<file path="src/rtl/linked_list_multi_fifo.sv">
// Shared-storage multi-queue FIFO: NUM_FIFOS linked-list queues plus a free
// list over one DEPTH-entry buffer, with simultaneous push and pop.
// Ports:
//   clk, rst              clock; asynchronous active-low reset
//   push/push_sel/data_in enqueue request
//   pop/pop_sel           dequeue request
//   full, empty, count    occupancy (count packed per queue)
//   free_count            number of free entries
//   data_out/_vld         registered pop data
//   err_overflow          sticky rejected-push flag
//   err_underflow         sticky rejected-pop flag
module linked_list_multi_fifo #(
    parameter int WIDTH     = 8,
    parameter int DEPTH     = 4,
    parameter int NUM_FIFOS = 2,
    parameter int PTR_WIDTH = $clog2(DEPTH),
    parameter int SEL_WIDTH = $clog2(NUM_FIFOS),
    parameter int CNT_WIDTH = $clog2(DEPTH+1)
) (
    input  logic                           clk,
    input  logic                           rst,
    input  logic                           push,
    input  logic [SEL_WIDTH-1:0]           push_sel,
    input  logic [WIDTH-1:0]               data_in,
    input  logic                           pop,
    input  logic [SEL_WIDTH-1:0]           pop_sel,
    output logic                           full,
    output logic [NUM_FIFOS-1:0]           empty,
    output logic [NUM_FIFOS*CNT_WIDTH-1:0] count,
    output logic [CNT_WIDTH-1:0]           free_count,
    output logic [WIDTH-1:0]               data_out,
    output logic                           data_out_vld,
    output logic                           err_overflow,
    output logic                           err_underflow
);

    logic [WIDTH-1:0]     mem  [DEPTH];
    logic [PTR_WIDTH-1:0] nxt  [DEPTH];
    logic [PTR_WIDTH-1:0] head [NUM_FIFOS];
    logic [PTR_WIDTH-1:0] tail [NUM_FIFOS];
    logic [CNT_WIDTH-1:0] cnt  [NUM_FIFOS];
    logic [PTR_WIDTH-1:0] free_head;
    logic [PTR_WIDTH-1:0] free_tail;
    logic [CNT_WIDTH-1:0] free_cnt;

    logic                 push_ok;
    logic                 pop_ok;
    logic                 same_q;
    logic [PTR_WIDTH-1:0] h;

    always_comb begin
        full       = (free_cnt == '0);
        free_count = free_cnt;
        empty      = '0;
        count      = '0;
        for (int i = 0; i < NUM_FIFOS; i++) begin
            empty[i] = (cnt[i] == '0);
            count[i*CNT_WIDTH +: CNT_WIDTH] = cnt[i];
        end
    end

    // Out-of-range selects are masked before indexing matters.
    assign push_ok = push && !full && (32'(push_sel) < NUM_FIFOS);
    assign pop_ok  = pop && (32'(pop_sel) < NUM_FIFOS) && !empty[pop_sel];
    assign same_q  = push_ok && pop_ok && (push_sel == pop_sel);
    assign h       = head[pop_sel];

    always_ff @(posedge clk) begin
        if (push_ok)
            mem[free_head] <= data_in;
    end

    always_ff @(posedge clk or negedge rst) begin
        if (!rst) begin
            for (int i = 0; i < DEPTH; i++)
                nxt[i] <= PTR_WIDTH'(i + 1);
            for (int i = 0; i < NUM_FIFOS; i++) begin
                head[i] <= '0;
                tail[i] <= '0;
                cnt[i]  <= '0;
            end
            free_head     <= '0;
            free_tail     <= PTR_WIDTH'(DEPTH - 1);
            free_cnt      <= CNT_WIDTH'(DEPTH);
            data_out      <= '0;
            data_out_vld  <= 1'b0;
            err_overflow  <= 1'b0;
            err_underflow <= 1'b0;
        end else begin
            data_out_vld <= pop_ok;
            if (push && !push_ok)
                err_overflow <= 1'b1;
            if (pop && !pop_ok)
                err_underflow <= 1'b1;
            free_cnt <= free_cnt + CNT_WIDTH'(pop_ok) - CNT_WIDTH'(push_ok);

            if (push_ok) begin
                // Last free entry taken while a pop refills: pop sets free_head.
                if (!(pop_ok && free_cnt == CNT_WIDTH'(1)))
                    free_head <= nxt[free_head];
                tail[push_sel] <= free_head;
                if (cnt[push_sel] == '0 ||
                    (same_q && cnt[push_sel] == CNT_WIDTH'(1)))
                    head[push_sel] <= free_head;
                else
                    nxt[tail[push_sel]] <= free_head;
            end

            if (pop_ok) begin
                data_out <= mem[h];
                if (!(same_q && cnt[pop_sel] == CNT_WIDTH'(1)))
                    head[pop_sel] <= nxt[h];
                // Free list empty after this cycle's push: h starts it anew.
                if (free_cnt == CNT_WIDTH'(push_ok))
                    free_head <= h;
                else
                    nxt[free_tail] <= h;
                free_tail <= h;
            end

            for (int i = 0; i < NUM_FIFOS; i++) begin
                if (push_ok && push_sel == SEL_WIDTH'(i) &&
                    !(pop_ok && pop_sel == SEL_WIDTH'(i)))
                    cnt[i] <= cnt[i] + CNT_WIDTH'(1);
                else if (pop_ok && pop_sel == SEL_WIDTH'(i) &&
                         !(push_ok && push_sel == SEL_WIDTH'(i)))
                    cnt[i] <= cnt[i] - CNT_WIDTH'(1);
            end
        end
    end

endmodule

</file>
<file path="config.mk">
export PLATFORM = sky130hd
export DESIGN_NAME = linked_list_multi_fifo
export DESIGN_NICKNAME = d
export VERILOG_FILES = /design/src/rtl/linked_list_multi_fifo.sv
export SDC_FILE = /design/constraint.sdc
export NUM_CORES = 1
export LEC_CHECK = 0
export BUFFER_PORTS_ARGS = -buffer_cell sky130_fd_sc_hd__buf_2
export CORE_ASPECT_RATIO = 1.1
export CORE_MARGIN = 1
export CORE_UTILIZATION = 46
export CTS_BUF_LIST = sky130_fd_sc_hd__clkbuf_8
export CTS_CLUSTER_DIAMETER = 40
export DETAILED_ROUTE_END_ITERATION = 8
export PLACE_DENSITY = 0.75
export REMOVE_ABC_BUFFERS = 1
export SLEW_MARGIN = 5
export SYNTH_ARGS = -nofsm -noshare
export SYNTH_HDL_FRONTEND = slang
export SYNTH_SLANG_ARGS = --single-unit
export TNS_END_PERCENT = 20
</file>
<file path="constraint.sdc">
create_clock -name clk -period 3.9 [get_ports clk]
set_input_delay 0.975 -clock clk [delete_from_list [all_inputs] [get_ports clk]]
set_output_delay 0.975 -clock clk [all_outputs]
set_load 0.02 [all_outputs]
</file>
==> results.cfg, run 1 <==
[run_status]
status = complete, but fails checks
violations = DRC

[pwr]
p_per_area_mw_per_mm2 = 824.0
p_leak_nw = 1.565
ir_worst_vdd_uv = 398.5

[cells_and_area]
syn_to_final_growth_pct = 13.03
diodes = 0
drive_gt1_share_pct = 37.14
layout.nets = 297

[critical_path]
critPathCaptureType = flip-flop
startpoint_type = input pin
critPathMaxFanout = 18
worstPathArrival_ns = 2.93
critPathKind = input pin to flip-flop
cp.required_ns = 4.17

[timing]
setup_ws_ns = 1.238
fin_worst_skew_ns = 0.005037
finalCritPeriodShare_pct = 68.27
tightest_slew_ns = 0.9115
finalHoldViolations = 0
finalSetupTns_ns = 0
fmax_ghz = 0.3756
slew_violations = 0
slew_headroom_pct = 39.24
setup_viol = 0
rsz0062_at_grt = no
min_period_ns = 2.662

[global_routing]
grt_start_max_net_pins = 41
grt_pass1_wl_microns = 10340
antenna_found_initial = 0
overflow = 0
grtUsageTotal_pct = 17.44
grt_pass1_vias = 2086

[clock_tree]
clockBufferDepth = 2
clk_latency_ns = 0.34
clockRootBuffer = clkbuf_8
cts_resized = 0
cts.htree.levels = 3
path_clk_slew_ns = 0.08
cts_sinks = 72
holdBufCountCts = 0
cts_buffers = 9
post_cts_buffers = 0
cts_tree = built

[floorplan]
start_util_pct = 48.50
fp.dieH_microns = 93.17
dieArea_sq_mm = 0.007908
ios = 37
rows = 32
core_sq_mm = 0.007167
die_w_microns = 84.88

[route]
wl_per_cell_microns = 16.66
wl_met3_microns = 241
first_pass_iters = 8
top_layer = met4
antenna_left = 0
drt-total-wl_microns = 6080
vias_per_cell = 5.490
post-route-drc-count = 3
vias = 2004
wl_met2_microns = 3135
first_iter_violations = 142
wirelength_met1_microns = 2613

[synthesis]
ys_types = 46
synth-seq-area-share_pct = 56.70
synth-seq-cells = 72
synth_warnings = 0
syn_avg_cell_area_sq_um = 14.98
synth_top_area_share_pct = 27.65
yosys-top-cells-area = edfxtp_1 28%, dfrtp_1 24%, mux2i_1 7.5%
syn_inst = 232
yosys.area.top_type = edfxtp_1
syn_area_sq_mm = 0.003476

[place]
place_ws_ns = 0.8895
hpwl_microns = 4358
gp_congestion = 0.7437
io_buffers = 36

[min_path]
worstHoldPathType = flip-flop to flip-flop

[job]
maxCapViolCount = 0
[worst max-delay path, cell delays in order]
cell and delay [ns]:
buf_2 0.18, nand2b_1 0.21, o21ai_4 0.17, buf_4 0.26
clkinv_1 0.28, ha_1 0.28, inv_1 0.07, fa_1 0.18
xor2_1 0.17, xnor2_1 0.15
[where the power goes]
part	leakage (nW)	switching, mW	internal, mW
Combinational	0.718	0.675	0.585
Sequential	0.749	0.285	1.11
Clock	0.0974	0.289	0.295
Total	1.56	1.25	1.99
[metrics by stage]
step	cells	power (mW)	hold slack (ns)	util (%)	instance area, sq um
3_3_place_gp	349	2.648	0.4355	52.13	3736
6_report	365	3.237	0.4598	54.82	3929
4_1_cts	365	3.277	0.4612	54.82	3929
3_5_place_dp	349	2.694	0.4433	52.13	3736
2_1_floorplan	224	2.299	0.4960	-	3420
5_1_grt	365	3.456	0.4837	54.82	3929
[routing by layer]
layer  vias up  global-route usage [%]
li1        939                       -
met1      1006                   21.52
met2        51                   29.61
met3         8                   4.237
met4         0                   7.062
met5         -                       0
[sequential cells by signal (all words and copies together) (netlist names)]
signal	cells
err_underflow	1
free_count	3
data_out	8
head	4
count	6
err_overflow	1
data_out_vld	1
tail	4
free_head	2
free_tail	2
mem	32
nxt	8
[cell usage after synthesis (all sizes together)]
cell type	n
a21boi	2
a21o	2
a21oi	6
a31o	1
a31oi	1
and2	1
and3	1
buf	4
clkbuf	4
clkinv	1
dfrtp	33
dfstp	7
edfxtp	32
fa	3
ha	5
inv	7
mux2	9
mux2i	28
mux4	12
nand2	28
nand2b	3
nand4	1
nand4b	1
nor2	11
nor3	7
nor3b	2
nor4	4
o21ai	3
o21bai	1
o311ai	1
o31ai	1
or2	1
or3b	1
xnor2	3
xor2	5
[final timing paths]
check | startpoint | to | slack, ns | cells past startpoint
max | pop_sel | free_count[2]$_DFF_PN1_ | 1.24 | 10
min | err_overflow$_DFFE_PN0P_ | err_overflow$_DFFE_PN0P_ | 0.46 | 1
max reg2reg | free_count[0]$_DFF_PN0_ | nxt[4]$_DFF_PN0_ | 1.39 | 8
min reg2reg | err_overflow$_DFFE_PN0P_ | err_overflow$_DFFE_PN0P_ | 0.46 | 1
max in group asynchronous | rst | data_out[6]$_DFFE_PN0N_ | 2.58 | 1
min in group asynchronous | rst | count[1]$_DFFE_PN0P_ | 0.76 | 1
[kinds of logic after synthesis]
kind of cell,count (synthesis),synth area share [%]
DFF,72,56.70
and+or+nand+nor,61,10.15
buffers and inverters,16,2.483
muxes,49,19.44
AOI/OAI and AO/OA,18,5.688
xor gates and xnor gates,8,2.016
adders and majority gates,8,3.528
[cell usage in the layout, fill, tap and decap left out, types with 2 or more instances in the layout]
cell type and count:
buf_2 36, dfrtp_1 33, edfxtp_1 32, nand2_1 28, mux2i_1 26, mux4_2 11
nor2_1 11, clkbuf_8 9, mux2_2 8, dfstp_2 7, inv_1 6, a21oi_1 6
xor2_1 5, ha_1 5, nor3_2 4, buf_4 4, nor3_1 3, nand2b_1 3
xnor2_1 3, fa_1 3, o21ai_4 2, clkinv_1 2, nor4_2 2, nor4_4 2
a21o_1 2, clkinv_2 2, inv_6 2
[final cells by class]
class                   instances  area, sq um
clock buffers                   9        123.9
well taps                      85        106.4
flip-flops and latches         72         1971
inverters                       8        30.03
clock inverters                 7        68.82
repair buffers                 40        210.2
multi-input cells             144         1419
fillers                       571         3238
(Power assumes the default switching activity.)
==> run 2: changes to the inputs <==
PLACE_DENSITY = 0.77   (was 0.75)
clock period = 2.2 ns   (was 3.9 ns; I/O delays follow)
==> run 2 against run 1 <==
Against the previous run: the run now ends clean; sequential share of layout area decreased by 3.2 points; first-iteration DRC count down 25%; highest routed layer unchanged; sequential power is 68% higher; register-to-register slack got worse by 1.4 ns; worst setup slack lost 1.2 ns; global-route usage increased by 0.092 points; die area unchanged; cell count increased by 6.6%; total power increased by 91%; critical path depth is 2 lower; clock-buffer cell count did not move.
==> results.cfg, run 2 (synthesized netlist as in run 1, its figures left out) <==
[cells_and_area]
drive_gt1_share_pct = 42.76
diodes = 0
final_common_cell = buf_2
max_flop_register = mem
fin_util_pct = 58.52
final_cell_mix = 36 x buf_2, 33 x dfrtp_1, 32 x edfxtp_1
layout.nets = 321
layout.cells.non_filler = 389
largestRegisters = mem (32), data_out (8), nxt (8)
design_area_sq_mm = 0.004194
syn_to_final_growth_pct = 20.66
largest_reg_flops = 32

[timing]
finalHoldViolations = 0
rsz0062_at_grt = yes
finalSetupTns_ns = 0
slew_headroom_pct = 65.57
hold_slack_ns = 0.2522
setup_viol = 0
slew_violations = 0
tightest_slew_ns = 0.5021
fmax_ghz = 0.4580
setup_ws_ns = 0.01636
fin_worst_skew_ns = 0.006870
finalCritPeriodShare_pct = 99.26
min_period_ns = 2.184

[critical_path]
cpPeakStageDelay_ns = 0.42
cp.required_ns = 2.42
critPathCaptureType = flip-flop
cp_cell_sequence = o311ai_4, o21ai_4, ha_4, a21boi_4, o21ai_4, nor4_4, mux2i_1, mux2i_1
slowest_stage = dfrtp_1
critPathKind = flip-flop to flip-flop
worstPathArrival_ns = 2.41
startpoint_type = flip-flop
critPathMaxFanout = 4

[clock_tree]
clk_latency_ns = 0.34
cts_sinks = 72
cts.htree.levels = 3
clockBufferDepth = 2
path_clk_slew_ns = 0.08
cts_buffers = 9
clockRootBuffer = clkbuf_8
holdBufCountCts = 0
cts_tree = built

[route]
drt-total-wl_microns = 6267
vias = 2087
antenna_left = 0
vias_per_cell = 5.365
first_pass_iters = 6
first_iter_violations = 106
wl_per_cell_microns = 16.11
post-route-drc-count = 0

[floorplan]
core_sq_mm = 0.007167
start_util_pct = 48.50
fp.dieH_microns = 93.17
ios = 37
rows = 32
dieArea_sq_mm = 0.007908
die_w_microns = 84.88

[run_status]
status = finished, final reports clean

[global_routing]
grt_pass1_wl_microns = 10260
grt_start_max_net_pins = 41
grt_pass1_vias = 2147
antenna_found_initial = 0
overflow = 0
grtUsageTotal_pct = 17.54

[min_path]
worstHoldPathType = input pin to asynchronous set/reset pin

[job]
maxCapViolCount = 0

[place]
hpwl_microns = 4433
gp_congestion = 0.7673
place_ws_ns = -0.1087
io_buffers = 36
placed_area_sq_mm = 0.003921
dp.cells = 372

[pwr]
total_power_mw = 6.177
p_per_area_mw_per_mm2 = 1473
p_leak_nw = 1.698
ir_worst_vdd_uv = 686.8
[run 2: cell count changes in the layout (fill, tap and decap cells not counted), sizes merged]
cell / before / now
clkinvlp: 1 / 3
inv: 9 / 8
bufinv: 1 / 2
clkinv: 4 / 2
buf: 40 / 64
[run 2: final cells by class]
type,instances,area [sq um]
Fill cell,584,2973
Sequential cell,72,1971
Multi-Input combinational cell,144,1465
Timing Repair Buffer,64,402.9
Clock buffer,9,123.9
Tap cell,85,106.4
Clock inverter,7,95.09
Inverter,8,30.03
[run 2: critical path, delay by kind of cell, from the launching register on]
| family | cells | cell delay, ns |
|---|---|---|
| compound gates | 4 | 0.75 |
| flops | 1 | 0.42 |
| fa+ha+maj | 1 | 0.19 |
| mux | 2 | 0.33 |
| simple gates | 1 | 0.37 |
[run 2: power breakdown]
group / internal, mW / total (mW) / switching [mW]
clock network: 0.638 / 1.14 / 0.504
logic: 1.28 / 2.70 / 1.42
registers: 1.97 / 2.34 / 0.374
[run 2: worst paths after layout]
check,start,to,slack [ns],cells after the start
min in group clk,data_in[5],mem[2][5]$_DFFE_PP_,0.42,1
max in group asynchronous,rst,free_tail[1]$_DFFE_PN1N_,1.57,2
worst min-delay path,rst,tail[0]$_DFFE_PN0P_,0.25,2
worst max-delay path,count[5]$_DFFE_PN0P_,nxt[0]$_DFF_PN0_,0.02,8
worst min register to register,err_underflow$_DFFE_PN0P_,err_underflow$_DFFE_PN0P_,0.45,1
worst max register to register,count[5]$_DFFE_PN0P_,nxt[0]$_DFF_PN0_,0.02,8
[run 2: what timing repair did]
action	in CTS	in global routing
endpoints found under the setup margin	4	12
gates resized for setup	0	7
buffers inserted	0	1
pin swaps	0	7
[run 2: layer usage]
metal | track usage [%] | up-vias | wire length (microns)
met2 | 30.62 | 41 | 3288
met1 | 20.93 | 1049 | 2671
met3 | 3.795 | 13 | 189
li1 | - | 984 | -
met5 | 0 | - | 0
met4 | 7.768 | 0 | 116
==> run 3: changes to the inputs <==
BUFFER_PORTS_ARGS = -buffer_cell sky130_fd_sc_hd__buf_4   (was -buffer_cell sky130_fd_sc_hd__buf_2)
==> run 3 against run 2 <==
Against the previous run: the run now ends with DRC left; critical path depth unchanged; design area increased by 2.4%; register-to-register slack improved by 0.03 ns; clock-buffer cell count unchanged; clock power increased by 11%; clock skew increased by 0.0020 ns; global-route usage increased by 1.8 points; core utilization increased by 1.4 points; critical endpoint unchanged.
==> results.cfg, run 3 (synthesized netlist as in run 1, its figures left out) <==
[min_path]
worstHoldPathType = input pin to asynchronous set/reset pin

[global_routing]
grt_start_max_net_pins = 41
grt_pass1_wl_microns = 11300
antenna_found_initial = 0
grtUsageTotal_pct = 19.32
overflow = 0
grt_pass1_vias = 2226

[critical_path]
startpoint_type = flip-flop
cp.required_ns = 2.43
critPathMaxFanout = 5
critPathKind = flip-flop to flip-flop
worstPathArrival_ns = 2.39
cpMostUsedCell = mux2i_1
critPathCaptureType = flip-flop
cpPeakStageDelay_ns = 0.42
slowest_stage = dfrtp_1
cp_cell_sequence = o311ai_4, o21ai_4, ha_4, nand2b_1, a21boi_4, nor4_4, mux2i_1, mux2i_1

[cells_and_area]
largestRegisters = mem (32), data_out (8), nxt (8)
diodes = 0
max_flop_register = mem
layout.nets = 323
design_area_sq_mm = 0.004297
drive_gt1_share_pct = 43.14
final-seq-area_sq_mm = 0.001971
n_fill_cell = 559
largest_reg_flops = 32
final_common_cell = buf_4
syn_to_final_growth_pct = 23.61
multiInputGateArea_sq_mm = 0.001446
final_cell_mix = 65 x buf_4, 33 x dfrtp_1, 32 x edfxtp_1

[route]
vias_per_cell = 5.368
vias = 2099
first_iter_violations = 105
wl_per_cell_microns = 16.83
post-route-drc-count = 1
drt-total-wl_microns = 6579
first_pass_iters = 6
antenna_left = 0

[clock_tree]
clockBufferDepth = 2
cts_sinks = 72
cts_tree = built
clk_latency_ns = 0.35
path_clk_slew_ns = 0.08
cts_buffers = 9
cts.htree.levels = 3
clockRootBuffer = clkbuf_8

[place]
place_ws_ns = -0.08231
gp_congestion = 0.7746
placed_area_sq_mm = 0.004014
hpwl_microns = 4624
io_buffers = 36

[timing]
slew_headroom_pct = 62.12
finalCritPeriodShare_pct = 97.89
rsz0062_at_grt = yes
min_period_ns = 2.154
tightest_slew_ns = 0.5681
finalHoldViolations = 0
setup_ws_ns = 0.04642
fin_worst_skew_ns = 0.008827
fmax_ghz = 0.4643
finalSetupTns_ns = 0
hold_slack_ns = 0.1672
slew_violations = 0
setup_viol = 0

[floorplan]
start_util_pct = 48.50
fp.dieH_microns = 93.17
core_sq_mm = 0.007167
ios = 37
dieArea_sq_mm = 0.007908
rows = 32
die_w_microns = 84.88

[pwr]
ir_worst_vdd_uv = 689.7
p_per_area_mw_per_mm2 = 1495
p_leak_nw = 1.746

[job]
maxCapViolCount = 0

[run_status]
violations = DRC
status = complete, but fails checks
## run 3: cell count changes in the layout (fill, tap and decap cells not counted), sizes merged
| cell | previous run | this run |
|---|---|---|
| clkinvlp | 3 | 1 |
| inv | 8 | 7 |
| bufinv | 2 | 3 |
| buf | 64 | 66 |
| clkinv | 2 | 4 |
## run 3: final cells by class
type | count | share of cell area [%]
Inverter | 8 | 0.6989
Timing Repair Buffer | 66 | 11.62
Clock inverter | 7 | 2.796
Multi-Input combinational cell | 144 | 33.66
Tap cell | 85 | 2.475
Sequential cell | 72 | 45.86
Clock buffer | 9 | 2.883
## run 3: critical path, delay by kind of cell (launching register included)
kind | cells | cell delay, ns
compound gates | 3 | 0.58
simple gates | 2 | 0.49
flops | 1 | 0.42
mux | 2 | 0.36
fa+ha+maj | 1 | 0.19
## run 3: per-stage QoR
stage                     utilization, %  cells  power, mW
final                              59.95    391      6.424
after floorplan                        -    224      4.076
after detailed placement           56.01    374      5.147
after global placement             56.01    374      5.059
after CTS                          59.57    390      6.454
after global routing               59.95    391      6.837
## run 3: power breakdown
part	internal (mW)	switching [mW]	leakage, nW
clock	0.754	0.514	0.119
sequential	1.96	0.423	0.749
combinational	1.38	1.39	0.877
total	4.10	2.32	1.75
## run 3: worst paths after layout
check	startpoint	to	slack, ns	cells past startpoint
worst max-delay path	count[5]$_DFFE_PN0P_	nxt[0]$_DFF_PN0_	0.05	8
worst min-delay path	rst	err_underflow$_DFFE_PN0P_	0.17	1
worst max register to register	count[5]$_DFFE_PN0P_	nxt[0]$_DFF_PN0_	0.05	8
worst min register to register	err_overflow$_DFFE_PN0P_	err_overflow$_DFFE_PN0P_	0.46	1
max in group asynchronous	rst	free_tail[0]$_DFFE_PN1N_	1.65	1
min in group clk	data_in[5]	mem[1][5]$_DFFE_PP_	0.40	1
## run 3: per-layer routing
layer	vias to the layer above	track usage, %	routed length, microns
li1	981	-	-
met2	45	34.96	3570
met3	12	3.354	182
met1	1061	22.81	2714
met4	0	7.910	112
met5	-	0	0
## run 3: what timing repair did
action	CTS	global route
gates resized for setup	2	3
hold buffers	0	0
setup buffers	0	1
pin swaps	3	3
setup endpoints to repair	4	12
